### config.mk
export PLATFORM = sky130hd
export DESIGN_NAME = rounder_flags_pipe
export DESIGN_NICKNAME = d
export VERILOG_FILES = /design/src/rtl/rounder_flags_pipe.sv
export SDC_FILE = /design/constraint.sdc
export NUM_CORES = 1
export LEC_CHECK = 0
export BUFFER_PORTS_ARGS = -buffer_cell sky130_fd_sc_hd__buf_2
export CAP_MARGIN = 40
export CORE_AREA = 2 2 85 87
export CTS_CLUSTER_SIZE = 16
export DETAILED_ROUTE_END_ITERATION = 8
export DIE_AREA = 0 0 87 89
export SLEW_MARGIN = 20
export SYNTH_ARGS = -nofsm -noshare
export SYNTH_HDL_FRONTEND = slang
export SYNTH_SLANG_ARGS = --single-unit
### constraint.sdc
create_clock -name clk -period 3.1 [get_ports clk]
set_input_delay 0.31 -clock clk [delete_from_list [all_inputs] [get_ports clk]]
set_output_delay 0.31 -clock clk [all_outputs]
set_load 0.005 [all_outputs]
### src/rtl/rounder_flags_pipe.sv
// Two-stage normalisation-exception pipeline: leading-zero count in stage 1,
// exponent range flags (TINY/OVF1) in stage 2, with sticky accumulation on handshake.
module rounder_flags_pipe #(
  parameter int FW     = 57,
  parameter int EW     = 13,
  parameter int LZW    = 6,
  parameter int EMAX_D = 1023,
  parameter int EMIN_D = -1022,
  parameter int EMAX_S = 127,
  parameter int EMIN_S = -126
) (
  input  logic                 clk,
  input  logic                 rst_n,
  input  logic                 in_valid,
  output logic                 in_ready,
  input  logic [FW-1:0]        fr,
  input  logic signed [EW-1:0] er,
  input  logic                 db,
  output logic                 out_valid,
  input  logic                 out_ready,
  output logic [LZW-1:0]       lz,
  output logic                 zero,
  output logic                 TINY,
  output logic                 OVF1,
  input  logic                 flag_clr,
  output logic                 sticky_tiny,
  output logic                 sticky_ovf
);

  localparam logic signed [EW:0] EMAX_D_E = (EW+1)'(EMAX_D);
  localparam logic signed [EW:0] EMIN_D_E = (EW+1)'(EMIN_D);
  localparam logic signed [EW:0] EMAX_S_E = (EW+1)'(EMAX_S);
  localparam logic signed [EW:0] EMIN_S_E = (EW+1)'(EMIN_S);

  // All-zero input falls through the loop and reports FW.
  function automatic logic [LZW-1:0] lzc(input logic [FW-1:0] v);
    logic [LZW-1:0] n;
    logic           found;
    n     = LZW'(FW);
    found = 1'b0;
    for (int i = FW - 1; i >= 0; i--) begin
      if (!found && v[i]) begin
        n     = LZW'(FW - 1 - i);
        found = 1'b1;
      end
    end
    return n;
  endfunction

  logic                 s1_valid_q, s1_valid_d;
  logic                 s2_valid_q, s2_valid_d;
  logic [LZW-1:0]       lz_p1_q, lz_p1_d;
  logic                 zero_p1_q, zero_p1_d;
  logic signed [EW-1:0] er_p1_q, er_p1_d;
  logic                 db_p1_q, db_p1_d;
  logic [LZW-1:0]       lz_p2_q, lz_p2_d;
  logic                 zero_p2_q, zero_p2_d;
  logic                 tiny_p2_q, tiny_p2_d;
  logic                 ovf_p2_q, ovf_p2_d;
  logic                 sticky_tiny_q, sticky_tiny_d;
  logic                 sticky_ovf_q, sticky_ovf_d;

  logic                 s2_free, s1_adv, accept, hs;
  logic signed [EW:0]   en_p1, emin_p1, emax_p1;

  always_comb begin
    s2_free  = !s2_valid_q || out_ready;
    s1_adv   = s1_valid_q && s2_free;
    in_ready = !s1_valid_q || s2_free;
    accept   = in_valid && in_ready;
    hs       = s2_valid_q && out_ready;

    s1_valid_d = accept || (s1_valid_q && !s2_free);
    s2_valid_d = s2_free ? s1_valid_q : s2_valid_q;

    // Stage 0 -> 1: leading-zero count and operand capture
    lz_p1_d   = lz_p1_q;
    zero_p1_d = zero_p1_q;
    er_p1_d   = er_p1_q;
    db_p1_d   = db_p1_q;
    if (accept) begin
      lz_p1_d   = lzc(fr);
      zero_p1_d = (fr == '0);
      er_p1_d   = er;
      db_p1_d   = db;
    end

    // Stage 1 -> 2: normalised exponent one bit wider than er, so it cannot overflow
    en_p1   = $signed({er_p1_q[EW-1], er_p1_q}) - $signed({{(EW+1-LZW){1'b0}}, lz_p1_q});
    emin_p1 = db_p1_q ? EMIN_D_E : EMIN_S_E;
    emax_p1 = db_p1_q ? EMAX_D_E : EMAX_S_E;

    lz_p2_d   = lz_p2_q;
    zero_p2_d = zero_p2_q;
    tiny_p2_d = tiny_p2_q;
    ovf_p2_d  = ovf_p2_q;
    if (s1_adv) begin
      lz_p2_d   = lz_p1_q;
      zero_p2_d = zero_p1_q;
      tiny_p2_d = !zero_p1_q && (en_p1 < emin_p1);
      ovf_p2_d  = !zero_p1_q && (en_p1 > emax_p1);
    end

    // A flag delivered in the same cycle as a clear still sets the sticky bit.
    sticky_tiny_d = (flag_clr ? 1'b0 : sticky_tiny_q) | (hs & tiny_p2_q);
    sticky_ovf_d  = (flag_clr ? 1'b0 : sticky_ovf_q)  | (hs & ovf_p2_q);
  end

  always_ff @(posedge clk or negedge rst_n) begin
    if (!rst_n) begin
      s1_valid_q    <= 1'b0;
      s2_valid_q    <= 1'b0;
      lz_p2_q       <= '0;
      zero_p2_q     <= 1'b0;
      tiny_p2_q     <= 1'b0;
      ovf_p2_q      <= 1'b0;
      sticky_tiny_q <= 1'b0;
      sticky_ovf_q  <= 1'b0;
    end else begin
      s1_valid_q    <= s1_valid_d;
      s2_valid_q    <= s2_valid_d;
      lz_p2_q       <= lz_p2_d;
      zero_p2_q     <= zero_p2_d;
      tiny_p2_q     <= tiny_p2_d;
      ovf_p2_q      <= ovf_p2_d;
      sticky_tiny_q <= sticky_tiny_d;
      sticky_ovf_q  <= sticky_ovf_d;
    end
  end

  always_ff @(posedge clk) begin
    lz_p1_q   <= lz_p1_d;
    zero_p1_q <= zero_p1_d;
    er_p1_q   <= er_p1_d;
    db_p1_q   <= db_p1_d;
  end

  assign out_valid   = s2_valid_q;
  assign lz          = lz_p2_q;
  assign zero        = zero_p2_q;
  assign TINY        = tiny_p2_q;
  assign OVF1        = ovf_p2_q;
  assign sticky_tiny = sticky_tiny_q;
  assign sticky_ovf  = sticky_ovf_q;

endmodule

==> impl_metrics.yaml, run 1 <==
yosys:
  postSynthNetCount: 375
  synth-seq-area-share: 0.377
  synth_area_mm2: 0.00254
  postSynthCellCount: 286
  synthFlopType: "sky130_fd_sc_hd__edfxtp_1"
  ys_async_sr_fraction: 0.382
  synthesis.area_per_instance_um2: 8.88
  count_of_cell_types_in_the_netlist: 56
  synth-seq-cells: 34
  synth_warnings: 0
  synth-edff-count: 21
sta:
  post_route_setup_tns_ns: 0
  hold_viol_final: 0
  report.final.setup_viol: 0
  rsz0062_at_grt: "no"
  worst_clock_skew_ns: 0.00645
  layout_worst_path_cycle_share: 0.922
  report.final.slew_viol_count: 0
  period_needed_ns: 2.86
  worst_slew_pin_slew_ns: 0.534
  slew_headroom: 0.639
  maximum_frequency_from_static_timing_analysis_mhz: 350
clock_tree:
  buffer_type_at_the_clock_tree_root: "sky130_fd_sc_hd__clkbuf_8"
  cts-root-to-sink-buffers: 2
  clkLatencyLatePin_ns: 0.29
  clock_sink_count: 34
  tritoncts_clock_tree: "built"
  cts-buffers-inserted: 5
  htree_num_levels: 2
  clk_transition_reported_paths_ns: 0.07
grt:
  first_global_vias: 2523
  grt_remaining_overflow: 0
  grtUsageTotal: 0.179
  grt_antenna_before_repair: 0
  grt_start_max_net_pins: 17
  grt_first_pass_wirelength_um: 11000
placed_design:
  gp_routability_congestion: 0.842
  numPortBuffers: 88
  dp_hpwl_um: 5500
drt:
  detail_route.vias_per_cell: 5.57
  drc_errors: 0
  route.final.wire_length_um: 6770
  detail_route.iter0.violations: 112
  ant_nets: 0
  detailedRoute.firstPassIterationCount: 4
  route.vias.total: 2616
  wl_per_cell_um: 14.4
setup_path:
  setup.worst_path.start_class: "flip-flop"
  timing_worst_setup_path_type: "flip-flop to flip-flop"
  worst-endpoint-required_ns: 3.28
  cp.arrival_ns: 3.04
  cp-end-kind: "flip-flop"
  crit_path_max_fanout: 4
min_path:
  worst_hold_path_type: "input pin to flip-flop"
power:
  power.ir.vdd_worst_mv: 0.205
  power-per-cell-area_mw_per_mm2: 409
  power.total_w: 0.00136
  power_leakage_nw: 1.41
floorplanning:
  starting_utilization_of_the_core_area: 0.378
  ioPinCount: 89
  dieHeight_um: 89
  core_mm2: 0.00672
  fp.dieArea_mm2: 0.00774
  core.rowCount: 30
  die_outline_width_um: 87
status:
  run_status: "finished, final reports clean"
layout:
  share_of_post_route_cells_with_drive_strength_above_1: 0.318
  synthToLayoutAreaGrowth_pct: 31.0
  antenna_cells: 0
  finalNetCount: 478
job:
  cap_violations: 0
[path summary, 6_finish.rpt]
check / from / to / slack (ns) / depth (start not counted)
max: er_p1_q[0]$_DFFE_PP_ / TINY$_DFFE_PN0P_ / 0.24 / 16
min: er[5] / er_p1_q[5]$_DFFE_PP_ / 0.19 / 1
max reg2reg: er_p1_q[0]$_DFFE_PP_ / TINY$_DFFE_PN0P_ / 0.24 / 16
min reg2reg: lz[4]$_DFFE_PN0P_ / lz[4]$_DFFE_PN0P_ / 0.49 / 2
max in group asynchronous: rst_n / OVF1$_DFFE_PN0P_ / 2.43 / 2
min in group asynchronous: rst_n / lz[3]$_DFFE_PN0P_ / 0.43 / 2
[per-layer routing]
layer  track usage  up-vias  share of wire
met1         0.219     1213           0.43
met5             0        -              0
met3        0.0332       12          0.054
li1              -     1303              -
met4        0.0568        0          0.016
met2         0.319       88           0.50
[stage by stage]
step | util | instances | hold slack [ns] | setup slack, ns | instance area, um2
final | 0.495 | 470 | 0.188 | 0.242 | 3330
after global routing | 0.495 | 470 | 0.176 | 0.00250 | 3330
after CTS | 0.485 | 466 | 0.181 | 0.0345 | 3260
after detailed placement | 0.463 | 457 | 0.215 | 0.0549 | 3110
after global placement | 0.461 | 456 | 0.213 | 0.146 | 3100
after floorplan | - | 286 | 0.0144 | 0.0887 | 2540
[what timing repair did]
action / 4_1_cts / 5_1_grt
hold endpoints to repair: 13 / 0
resized for setup: 0 / 11
buffers inserted: 0 / 4
hold buffers: 1 / 0
setup endpoints to repair: 0 / 2
[registers in the layout, indices dropped and copies added, names as in the netlist]
| register | count |
|---|---|
| zero | 1 |
| sticky_tiny | 1 |
| s1_valid_q | 1 |
| OVF1 | 1 |
| sticky_ovf | 1 |
| lz_p1_q | 6 |
| er_p1_q | 13 |
| zero_p1_q | 1 |
| db_p1_q | 1 |
| lz | 6 |
| out_valid | 1 |
| TINY | 1 |
[kinds of logic (layout without fill, tap and decap cells)]
group | after synthesis | count (layout) | synth area share
DFF | 34 | 34 | 0.377
and+or+nand+nor | 123 | 123 | 0.264
adders and majority gates | 13 | 13 | 0.0670
buffers and inverters | 23 | 127 | 0.0340
muxes | 4 | 4 | 0.0168
AOI/OAI and AO/OA | 84 | 84 | 0.224
xor gates and xnor gates | 5 | 5 | 0.0173
[Yosys cell counts (3+ instances only)]
cell / number / area, um2
sky130_fd_sc_hd__nor2_1: 34 / 128
sky130_fd_sc_hd__or4_1: 5 / 37.5
sky130_fd_sc_hd__a31oi_1: 7 / 43.8
sky130_fd_sc_hd__dfrtp_1: 13 / 325
sky130_fd_sc_hd__xnor2_1: 3 / 26.3
sky130_fd_sc_hd__nand3_1: 6 / 30.0
sky130_fd_sc_hd__o211ai_1: 3 / 22.5
sky130_fd_sc_hd__nand2_1: 18 / 67.6
sky130_fd_sc_hd__o21ai_0: 17 / 85.1
sky130_fd_sc_hd__ha_1: 12 / 150
sky130_fd_sc_hd__o41ai_1: 4 / 35.0
sky130_fd_sc_hd__or3_1: 5 / 31.3
sky130_fd_sc_hd__nand2b_1: 6 / 37.5
sky130_fd_sc_hd__o21bai_1: 4 / 30.0
sky130_fd_sc_hd__o22ai_1: 3 / 18.8
sky130_fd_sc_hd__a21oi_1: 16 / 80.1
sky130_fd_sc_hd__and2_1: 3 / 18.8
sky130_fd_sc_hd__edfxtp_1: 21 / 631
sky130_fd_sc_hd__nor3_1: 11 / 55.1
sky130_fd_sc_hd__nor4_1: 8 / 50.1
sky130_fd_sc_hd__a211oi_1: 5 / 37.5
sky130_fd_sc_hd__or2_2: 4 / 25.0
sky130_fd_sc_hd__nor2b_1: 6 / 37.5
sky130_fd_sc_hd__nand4_1: 6 / 37.5
sky130_fd_sc_hd__inv_1: 22 / 82.6
sky130_fd_sc_hd__o31ai_1: 5 / 37.5
[critical path, stage by stage (launching register included)]
cell and delay [ns]:
sky130_fd_sc_hd__edfxtp_1 0.36, sky130_fd_sc_hd__inv_1 0.06, sky130_fd_sc_hd__ha_1 0.14, sky130_fd_sc_hd__inv_1 0.06, sky130_fd_sc_hd__fa_2 0.39, sky130_fd_sc_hd__a21oi_2 0.12, sky130_fd_sc_hd__nor2_1 0.08, sky130_fd_sc_hd__or2_4 0.26
sky130_fd_sc_hd__nor2_2 0.09, sky130_fd_sc_hd__xor2_1 0.22, sky130_fd_sc_hd__ha_1 0.24, sky130_fd_sc_hd__inv_1 0.07, sky130_fd_sc_hd__a21oi_2 0.11, sky130_fd_sc_hd__o21bai_1 0.06, sky130_fd_sc_hd__a31oi_1 0.15, sky130_fd_sc_hd__a22oi_1 0.10
sky130_fd_sc_hd__o41ai_1 0.25
[placed cells by master (no fill, tap or decap), drive strengths merged, types with 3 or more instances in the layout]
cell type,synthesis,routed
o21ai,17,17
nand2,18,18
inv,22,22
or4,6,6
nor4,10,10
a21oi,16,16
a31oi,7,7
o21bai,4,4
a211oi,5,5
or2,4,4
ha,12,12
or3,6,6
buf,0,96
xnor2,3,3
nor2b,6,6
nand4,6,6
nor3,11,11
nor2,34,34
and2,4,4
edfxtp,21,21
o22ai,3,3
o311ai,3,3
nand2b,6,6
o41ai,4,4
clkbuf,1,7
o31ai,5,5
dfrtp,13,13
o211ai,3,3
nand3,6,6
[power breakdown]
part	leakage [nW]	switching, W	total, W	internal [W]
combinational	0.973	0.000180	0.000338	0.000157
clock	0.0696	0.000161	0.000471	0.000310
sequential	0.365	0.0000257	0.000553	0.000527
total	1.41	0.000367	0.00136	0.000995
[area by class of cell]
type,instances,area (um2)
clock buffers,7,108
clock inverters,1,30.0
fillers,658,3390
inverters,22,82.6
multi-input cells,229,1530
flip-flops and latches,34,956
well taps,80,100
repair buffers,97,518
Note: power is estimated with default switching activity, not from simulation.
==> run 2, diff against run 1 <==
Settings changed: CORE_AREA 2 2 85 87 to 2 2 79 81, DIE_AREA 0 0 87 89 to 0 0 81 83, PLACE_DENSITY set to 0.74.
==> run 2 against run 1 <==
Compared with the run above:
- clock power fell by 35%
- global-route usage rose by 2.2 points
- critical path type unchanged
- non-clock buffer count fell by 3
- critical endpoint unchanged
- sequential power barely moved
- via count fell by 0.34%
- final area fell by 2.0%
- first-iteration DRC count rose by 18%
- sequential cell count did not move
- cell count fell by 1.7%
- wire length rose by 0.43%
- die area fell by 13%
- clock-buffer cell count fell by 1
==> impl_metrics.yaml, run 2 (synthesized netlist as in run 1, its figures left out) <==
setup_path:
  startpoint: "er_p1_q[0]$_DFFE_PP_"
  crit_path_max_fanout: 4
  reg2reg_slack_ns: 0.12
  timing_worst_setup_path_type: "flip-flop to flip-flop"
  crit-reg2reg-capture: "TINY$_DFFE_PN0P_"
  worst-endpoint-required_ns: 3.28
  reg2reg_depth: 16
  timing.critical_path.to: "TINY$_DFFE_PN0P_"
  cp-end-kind: "flip-flop"
  cp.arrival_ns: 3.16
  setup.worst_path.start_class: "flip-flop"
  r2r-start: "er_p1_q[0]$_DFFE_PP_"
drt:
  wl_per_cell_um: 14.7
  ant_nets: 0
  drc_errors: 0
  detailedRoute.firstPassIterationCount: 4
  route.final.wire_length_um: 6800
  detail_route.iter0.violations: 132
  detail_route.vias_per_cell: 5.64
  route.vias.total: 2607
layout:
  seqCellArea_um2: 956
  finalNetCount: 475
  antenna_cells: 0
  layout.filler_cells: 567
  synthToLayoutAreaGrowth_pct: 28.4
  max_flop_register: "er_p1_q"
  share_of_post_route_cells_with_drive_strength_above_1: 0.313
  mostFrequentLayoutCell: "sky130_fd_sc_hd__buf_2"
  multi_input_comb_area_mm2: 0.00155
  largest_reg_flops: 13
  post-route-util: 0.561
  layout_common_cells: "88 x sky130_fd_sc_hd__buf_2, 33 x sky130_fd_sc_hd__nor2_1, 22 x sky130_fd_sc_hd__inv_1"
floorplanning:
  die_outline_width_um: 81
  core.rowCount: 28
  fp.dieArea_mm2: 0.00672
  dieHeight_um: 83
  core_mm2: 0.00582
  ioPinCount: 89
  starting_utilization_of_the_core_area: 0.437
clock_tree:
  tritoncts_clock_tree: "built"
  cts-root-to-sink-buffers: 2
  clk_transition_reported_paths_ns: 0.07
  cts-buffers-inserted: 5
  htree_num_levels: 2
  clkLatencyLatePin_ns: 0.28
  clock_sink_count: 34
  buffer_type_at_the_clock_tree_root: "sky130_fd_sc_hd__clkbuf_8"
min_path:
  worst_hold_path_type: "input pin to flip-flop"
job:
  cap_violations: 0
grt:
  grt_start_max_net_pins: 17
  grt_first_pass_wirelength_um: 10900
  first_global_vias: 2426
  grt_antenna_before_repair: 0
  grtUsageTotal: 0.201
  grt_remaining_overflow: 0
placed_design:
  gp_routability_congestion: 0.883
  dp_hpwl_um: 5450
  numPortBuffers: 88
power:
  power.ir.vdd_worst_mv: 0.243
  power.total_w: 0.00121
  power_leakage_nw: 1.37
  power-per-cell-area_mw_per_mm2: 370
sta:
  report.final.slew_viol_count: 0
  slew_headroom: 0.617
  report.final.setup_viol: 0
  layout_worst_path_cycle_share: 0.962
  maximum_frequency_from_static_timing_analysis_mhz: 335
  worst_clock_skew_ns: 0.00474
  hold_viol_final: 0
  period_needed_ns: 2.98
  worst_slew_pin_slew_ns: 0.573
status:
  run_status: "finished, final reports clean"
run 2: area by class of cell:
cell class	count	area share
multi-input combinational	229	0.475
inverter	22	0.0253
timing repair buffer	94	0.152
tap	75	0.0288
clock buffer	6	0.0223
clock inverter	2	0.00307
sequential	34	0.293
run 2: how the worst min path moves through the flow:
| stage | start | to | slack (ns) | cells after the start |
|---|---|---|---|---|
| after floorplan | rst_n | OVF1$_DFFE_PN0P_ | 0.01 | 0 |
| after global placement | rst_n | sticky_tiny$_DFF_PN0_ | 0.23 | 1 |
| after detailed placement | rst_n | s1_valid_q$_DFF_PN0_ | 0.23 | 1 |
| after CTS | er[0] | er_p1_q[0]$_DFFE_PP_ | 0.19 | 1 |
| after global routing | er[5] | er_p1_q[5]$_DFFE_PP_ | 0.19 | 1 |
| final | er[6] | er_p1_q[6]$_DFFE_PP_ | 0.20 | 1 |
run 2: metal layers:
layer / vias up / share of wire / track usage
met3: 14 / 0.051 / 0.0304
met1: 1202 / 0.42 / 0.245
li1: 1303 / - / -
met5: - / 0 / 0
met4: 0 / 0.020 / 0.0616
met2: 88 / 0.51 / 0.357
run 2: what timing repair did:
| item | 4_1_cts | 5_1_grt |
|---|---|---|
| hold endpoints to repair | 13 | 0 |
| pin swaps | 2 | 5 |
| setup buffers | 0 | 2 |
| hold buffers | 1 | 0 |
| endpoints found under the setup margin | 1 | 2 |
| resized for setup | 1 | 10 |
run 2: worst max-delay path, stage by stage (launching register included):
cell                       delay [ns]
sky130_fd_sc_hd__edfxtp_1        0.37
sky130_fd_sc_hd__inv_1           0.08
sky130_fd_sc_hd__ha_1            0.16
sky130_fd_sc_hd__inv_1           0.05
sky130_fd_sc_hd__fa_2            0.37
sky130_fd_sc_hd__a21oi_2         0.13
sky130_fd_sc_hd__nor2_1          0.08
sky130_fd_sc_hd__or2_2           0.34
sky130_fd_sc_hd__nor2_4          0.12
sky130_fd_sc_hd__xor2_2          0.23
sky130_fd_sc_hd__ha_4            0.19
sky130_fd_sc_hd__inv_1           0.04
sky130_fd_sc_hd__a21oi_1         0.11
sky130_fd_sc_hd__o21bai_1        0.08
sky130_fd_sc_hd__a31oi_1         0.17
sky130_fd_sc_hd__a22oi_1         0.11
sky130_fd_sc_hd__o41ai_1         0.24
run 2: power breakdown:
group | internal (W) | leakage (nW) | switching, W | total, W
Sequential | 0.000527 | 0.365 | 0.0000257 | 0.000553
Clock | 0.000155 | 0.0450 | 0.000152 | 0.000307
Combinational | 0.000158 | 0.957 | 0.000188 | 0.000346
run 2: per-stage QoR:
stage                     TNS, ns  hold WS [ns]  cells  cell area [um2]  setup slack, ns
after floorplan                 0        0.0144    286             2540           0.0887
after global placement          0         0.229    450             3080            0.147
after detailed placement  -0.0113         0.230    451             3100          -0.0113
after CTS                       0         0.195    460             3190           0.0233
after global routing      -0.0312         0.187    462             3260          -0.0312
final                           0         0.200    462             3260            0.119
